$ cat config.mk
export PLATFORM = sky130hd
export DESIGN_NAME = echo_delay_line
export DESIGN_NICKNAME = d
export VERILOG_FILES = /design/src/rtl/echo_delay_line.sv
export SDC_FILE = /design/constraint.sdc
export NUM_CORES = 1
export LEC_CHECK = 0
export ABC_AREA = 1
export CAP_MARGIN = 10
export CELL_PAD_IN_SITES_DETAIL_PLACEMENT = 0
export CELL_PAD_IN_SITES_GLOBAL_PLACEMENT = 1
export CORE_MARGIN = 1
export CORE_UTILIZATION = 38
export DETAILED_ROUTE_END_ITERATION = 12
export GPL_TIMING_DRIVEN = 1
export HOLD_SLACK_MARGIN = 0.06
export PLACE_DENSITY = 0.88
export SLEW_MARGIN = 20
export SYNTH_ARGS = -nofsm -noshare
export SYNTH_HDL_FRONTEND = slang
export SYNTH_SLANG_ARGS = --single-unit
$ cat constraint.sdc
create_clock -name clk -period 7.3 [get_ports clk]
set_clock_uncertainty 0.05 [all_clocks]
set_input_delay 2.19 -clock clk [delete_from_list [all_inputs] [get_ports clk]]
set_output_delay 2.19 -clock clk [all_outputs]
set_load 0.01 [all_outputs]
$ cat src/rtl/echo_delay_line.sv
// echo_delay_line: stereo echo over an external single-port RAM, out = sat(dry + (delayed >>> decay_shift)).
// Define ECHO_FEEDBACK_EN to write the mixed sample back into the RAM (repeating echo); default writes the dry sample.
module echo_delay_line #(
  parameter int W      = 16,
  parameter int ADDR_W = 15
) (
  input  logic                clk,
  input  logic                rst,
  input  logic                in_valid,
  output logic                in_ready,
  input  logic [W-1:0]        left_in,
  input  logic [W-1:0]        right_in,
  input  logic [ADDR_W-1:0]   delay_len,
  input  logic [3:0]          decay_shift,
  output logic                out_valid,
  output logic [W-1:0]        left_out,
  output logic [W-1:0]        right_out,
  output logic [ADDR_W:0]     mem_addr,
  output logic [W-1:0]        mem_wdata,
  input  logic [W-1:0]        mem_rdata,
  output logic                mem_we
);
  localparam logic [2:0] IDLE = 3'd0, RDL = 3'd1, RDR = 3'd2, CAPR = 3'd3,
                         WRL  = 3'd4, WRR = 3'd5, OUTS = 3'd6;

  logic [2:0]               state_q, state_d;
  logic                     in_ready_q, in_ready_d, out_valid_q, out_valid_d;
  logic signed [W-1:0]      dry_l_q, dry_l_d, dry_r_q, dry_r_d;
  logic signed [W-1:0]      d_l_q, d_l_d, d_r_q, d_r_d;
  logic signed [W-1:0]      left_out_q, left_out_d, right_out_q, right_out_d;
  logic [ADDR_W-1:0]        dlen_q, dlen_d, wr_ptr_q, wr_ptr_d, fill_q, fill_d;
  logic [3:0]               shift_q, shift_d;
  logic [ADDR_W:0]          mem_addr_q, mem_addr_d;
  logic [W-1:0]             mem_wdata_q, mem_wdata_d;
  logic                     accept, heard;
  logic [ADDR_W-1:0]        rd_ptr;
  logic signed [W-1:0]      mix_l, mix_r, wb_l, wb_r;

  function automatic logic signed [W-1:0] mix(input logic signed [W-1:0] dry,
                                              input logic signed [W-1:0] d,
                                              input logic en, input logic [3:0] sh);
    logic signed [W-1:0] wet;
    logic signed [W:0]   s;
    wet = d >>> sh;
    if (!en) wet = '0;
    s = dry + wet;
    return (s[W] != s[W-1]) ? {s[W], {(W-1){~s[W]}}} : s[W-1:0];
  endfunction

  assign accept = in_valid & in_ready_q;
  assign rd_ptr = wr_ptr_q - dlen_q;
  // Stale RAM (before this many samples were written since reset) must stay silent.
  assign heard  = (dlen_q != '0) && (fill_q >= dlen_q);
  assign mix_l  = mix(dry_l_q, d_l_q, heard, shift_q);
  assign mix_r  = mix(dry_r_q, d_r_q, heard, shift_q);
`ifdef ECHO_FEEDBACK_EN
  assign wb_l = mix_l;
  assign wb_r = mix_r;
`else
  assign wb_l = dry_l_q;
  assign wb_r = dry_r_q;
`endif

  always_comb begin
    state_d     = (state_q == IDLE) ? (accept ? RDL : IDLE) : (state_q == OUTS) ? IDLE : state_q + 3'd1;
    in_ready_d  = (state_d == IDLE);
    dry_l_d     = accept ? left_in : dry_l_q;
    dry_r_d     = accept ? right_in : dry_r_q;
    dlen_d      = accept ? delay_len : dlen_q;
    shift_d     = accept ? decay_shift : shift_q;
    d_l_d       = (state_q == RDR) ? mem_rdata : d_l_q;
    d_r_d       = (state_q == CAPR) ? mem_rdata : d_r_q;
    out_valid_d = (state_q == OUTS);
    left_out_d  = (state_q == OUTS) ? mix_l : left_out_q;
    right_out_d = (state_q == OUTS) ? mix_r : right_out_q;
    wr_ptr_d    = (state_q == OUTS) ? wr_ptr_q + 1'b1 : wr_ptr_q;
    fill_d      = (state_q == OUTS && fill_q != '1) ? fill_q + 1'b1 : fill_q;
    mem_addr_d  = (state_q == RDL) ? {rd_ptr, 1'b0} :
                  (state_q == RDR) ? {rd_ptr, 1'b1} :
                  (state_q == WRL) ? {wr_ptr_q, 1'b0} :
                  (state_q == WRR) ? {wr_ptr_q, 1'b1} : mem_addr_q;
    mem_wdata_d = (state_q == WRL) ? wb_l : (state_q == WRR) ? wb_r : mem_wdata_q;
  end

  always_ff @(posedge clk or posedge rst)
    if (rst) begin
      state_q     <= IDLE;
      in_ready_q  <= 1'b0;
      out_valid_q <= 1'b0;
      dry_l_q     <= '0;
      dry_r_q     <= '0;
      d_l_q       <= '0;
      d_r_q       <= '0;
      dlen_q      <= '0;
      shift_q     <= '0;
      left_out_q  <= '0;
      right_out_q <= '0;
      wr_ptr_q    <= '0;
      fill_q      <= '0;
      mem_addr_q  <= '0;
      mem_wdata_q <= '0;
    end else begin
      state_q     <= state_d;
      in_ready_q  <= in_ready_d;
      out_valid_q <= out_valid_d;
      dry_l_q     <= dry_l_d;
      dry_r_q     <= dry_r_d;
      d_l_q       <= d_l_d;
      d_r_q       <= d_r_d;
      dlen_q      <= dlen_d;
      shift_q     <= shift_d;
      left_out_q  <= left_out_d;
      right_out_q <= right_out_d;
      wr_ptr_q    <= wr_ptr_d;
      fill_q      <= fill_d;
      mem_addr_q  <= mem_addr_d;
      mem_wdata_q <= mem_wdata_d;
    end

  assign in_ready  = in_ready_q;
  assign out_valid = out_valid_q;
  assign left_out  = left_out_q;
  assign right_out = right_out_q;
  assign mem_addr  = mem_addr_d;
  assign mem_wdata = mem_wdata_d;
  assign mem_we    = (state_q == WRL) || (state_q == WRR);
endmodule
==> metrics.yaml <==
grt_max_degree: 106
fin_crit_ns: 5.73
hold_viol_final: 0
first_global_vias: 10400
cts.clk_slew.worst_paths_ns: 0.08
drt_first_pass_iters: 5
hold_class: "register to register"
power.density_nw_per_um2: 420
status: "completed"
postSynthAreaPerCell_um2: 7.24
core_um2: 30700
vias: 10700
yosys.area_share.simple_pct: 24.8
place_congestion: 0.884
drcViolationCount: 0
final_common_cell: "nand2_1"
crit_type: "register to output port"
timing.setup.tns_ns: 0
synth_xor_area_share_pct: 3.54
via_per_inst: 4.99
synth_warnings: 0
ant_nets: 0
diodes: 0
p_sw_share_pct: 46.2
grt_use_total_pct: 21.5
seq_power_share_pct: 29.6
finalSetupViolCount: 0
synth.area.mux_share_pct: 1.40
rows: 64
htreeDepth: 4
rsz0062_at_grt: "no"
dominantRegCellSynth: "dfrtp_1"
drt_iter0_markers: 839
ios: 137
grt_pass1_wl_mm: 53.4
maxCapViolations: 0
clkPwrFrac_pct: 15.9
syn_to_final_growth_pct: 19.1
relSlewSlack_pct: 33.0
tightestPinTransition_ns: 1.00
max_freq_mhz: 174
cts.repair.resized: 0
post_cts_buffers: 0
leakagePower_nw: 7.20
required_ns: 5.06
cp.arrival_ns: 3.49
switching_power_mw: 2.74
synthCells: 1639
wl_per_cell_um: 15.5
fin_crit_sh_pct: 78.6
ctsRootBufferMaster: "clkbuf_16"
seqCellArea_um2: 4550
p_int_mw: 3.19
layout.cells.most_common_list: "nand2_1, inv_1, dfrtp_1"
slew_viol_final: 0
crit_fanout: 33
clock_sinks: 182
synth_edf_count: 0
die_h_um: 179
cts_max_path_buffers: 2
synth_top_family_by_area: "simple AND/OR/NAND/NOR gates"
multi_input_area_um2: 6230
hold_buffers: 0
drive_gt1_share_pct: 5.30
ys_seq_area_share_pct: 38.4
antenna_found_initial: 0
dp_hpwl_mm: 25.3
async_reset_ff_share_pct: 100
nets: 1878
clk_latency_ns: 0.45
numCtsBuffers: 17
vdd.ir_drop.worst_mv: 0.279
hold_slack_ns: 0.443
ys_seq_elements: 182
power_frac_comb_pct: 54.5
synth_compound_area_share_pct: 15.4
dieArea_um2: 32000
synth_area_um2: 11900
start_util_pct: 38.7
cts_tree: "done"
synth_cell_type_count: 50
start_kind: "register"
end_kind: "output port"
synth_fa_ha_area_share_pct: 7.25
port_buffers: 136
syn-num-nets: 1776
routed_wirelength_mm: 33.2
fillers: 3105
die_x_um: 179
grt.overflow.total: 0
==> metal layers <==
metal  track usage [%]  up-vias  share of wire, %
met3              3.29       26               5.0
met2              37.4      257                49
li1                  -     5458                 -
met5                 0        -                 0
met4              4.77        0               1.1
met1              28.0     4977                45
==> path summary, 6_finish.rpt <==
| kind | from | endpoint | slack (ns) | cells after the start |
|---|---|---|---|---|
| max in group asynchronous | rst | d_l_q[14] | 3.94 | 4 |
| min reg2reg | left_out[0] | left_out[0] | 0.44 | 2 |
| max | state_q[1] | mem_addr[14] | 1.57 | 8 |
| min in group asynchronous | rst | fill_q[4] | 2.00 | 2 |
| max reg2reg | shift_q[2] | right_out[6] | 2.73 | 17 |
| min | left_out[0] | left_out[0] | 0.44 | 2 |
==> metrics by stage <==
step                      std cells  utilization [%]  instance area (µm²)  setup WS, ns  power (mW)
after floorplan                1639                -                11900         0.116        3.80
after global placement         2117             44.1                13500          2.20        4.94
after detailed placement       2117             44.1                13500          2.08        4.99
after CTS                      2149             46.0                14100          1.58        5.97
after global routing           2150             46.1                14100          1.16        6.46
final                          2150             46.1                14100          1.57        5.93
==> area by class of cell <==
| cell class | count | area share, % |
|---|---|---|
| multi-input cells | 1177 | 44.1 |
| flip-flops and latches | 182 | 32.2 |
| repair buffers | 142 | 10.1 |
| inverters | 221 | 5.90 |
| well taps | 396 | 3.50 |
| clock buffers | 17 | 3.01 |
| clock inverters | 15 | 1.23 |
==> cells in the mapped netlist (all sizes together), types with 14 or more instances <==
library cell	n	share of area [%]
xnor2	14	1.0
nor3	14	0.67
xor2	34	2.5
nor2	187	6.3
o21ai	143	6.1
nand3	51	2.4
buf	26	1.2
nand2	414	13
clkbuf	33	1.0
or2	19	1.0
o211ai	21	1.3
a21oi	146	6.2
ha	64	6.7
dfrtp	182	38
inv	219	6.9
==> power groups by stage <==
stage / combinational (mW) / sequential, mW / clock (mW)
2_1_floorplan: 2.12 / 1.68 / 0
3_3_place_gp: 3.18 / 1.76 / 0
3_5_place_dp: 3.22 / 1.77 / 0
4_1_cts: 3.24 / 1.76 / 0.964
5_1_grt: 3.64 / 1.81 / 1.00
6_report: 3.23 / 1.76 / 0.945
==> worst max-delay path, stage by stage (launching register included) <==
cell             delay, ns
dfrtp_1               0.48
nor2_1                0.15
nand2_1               0.59
nand2_2               0.54
inv_2                 0.24
o21ai_1               0.18
a21oi_1               0.06
a21oi_1               0.21
clkdlybuf4s50_1       0.58
==> cell families (layout without fill, tap and decap cells) <==
kind of cell	after synthesis	count (layout)
and+or+nand+nor	707	707
buffers and inverters	280	395
muxes	16	16
adders and majority gates	67	67
xor gates and xnor gates	48	48
DFF	182	182
AOI/OAI and AO/OA	339	339
==> flip-flops by register name (all words and copies together) (netlist names), 16 cells and up <==
| register | flops |
|---|---|
| d_l_q | 16 |
| d_r_q | 16 |
| dry_l_q | 16 |
| dry_r_q | 16 |
| left_out | 16 |
| mem_addr_q | 16 |
| mem_wdata_q | 16 |
| right_out | 16 |
Note: power is estimated with default switching activity, not from simulation.
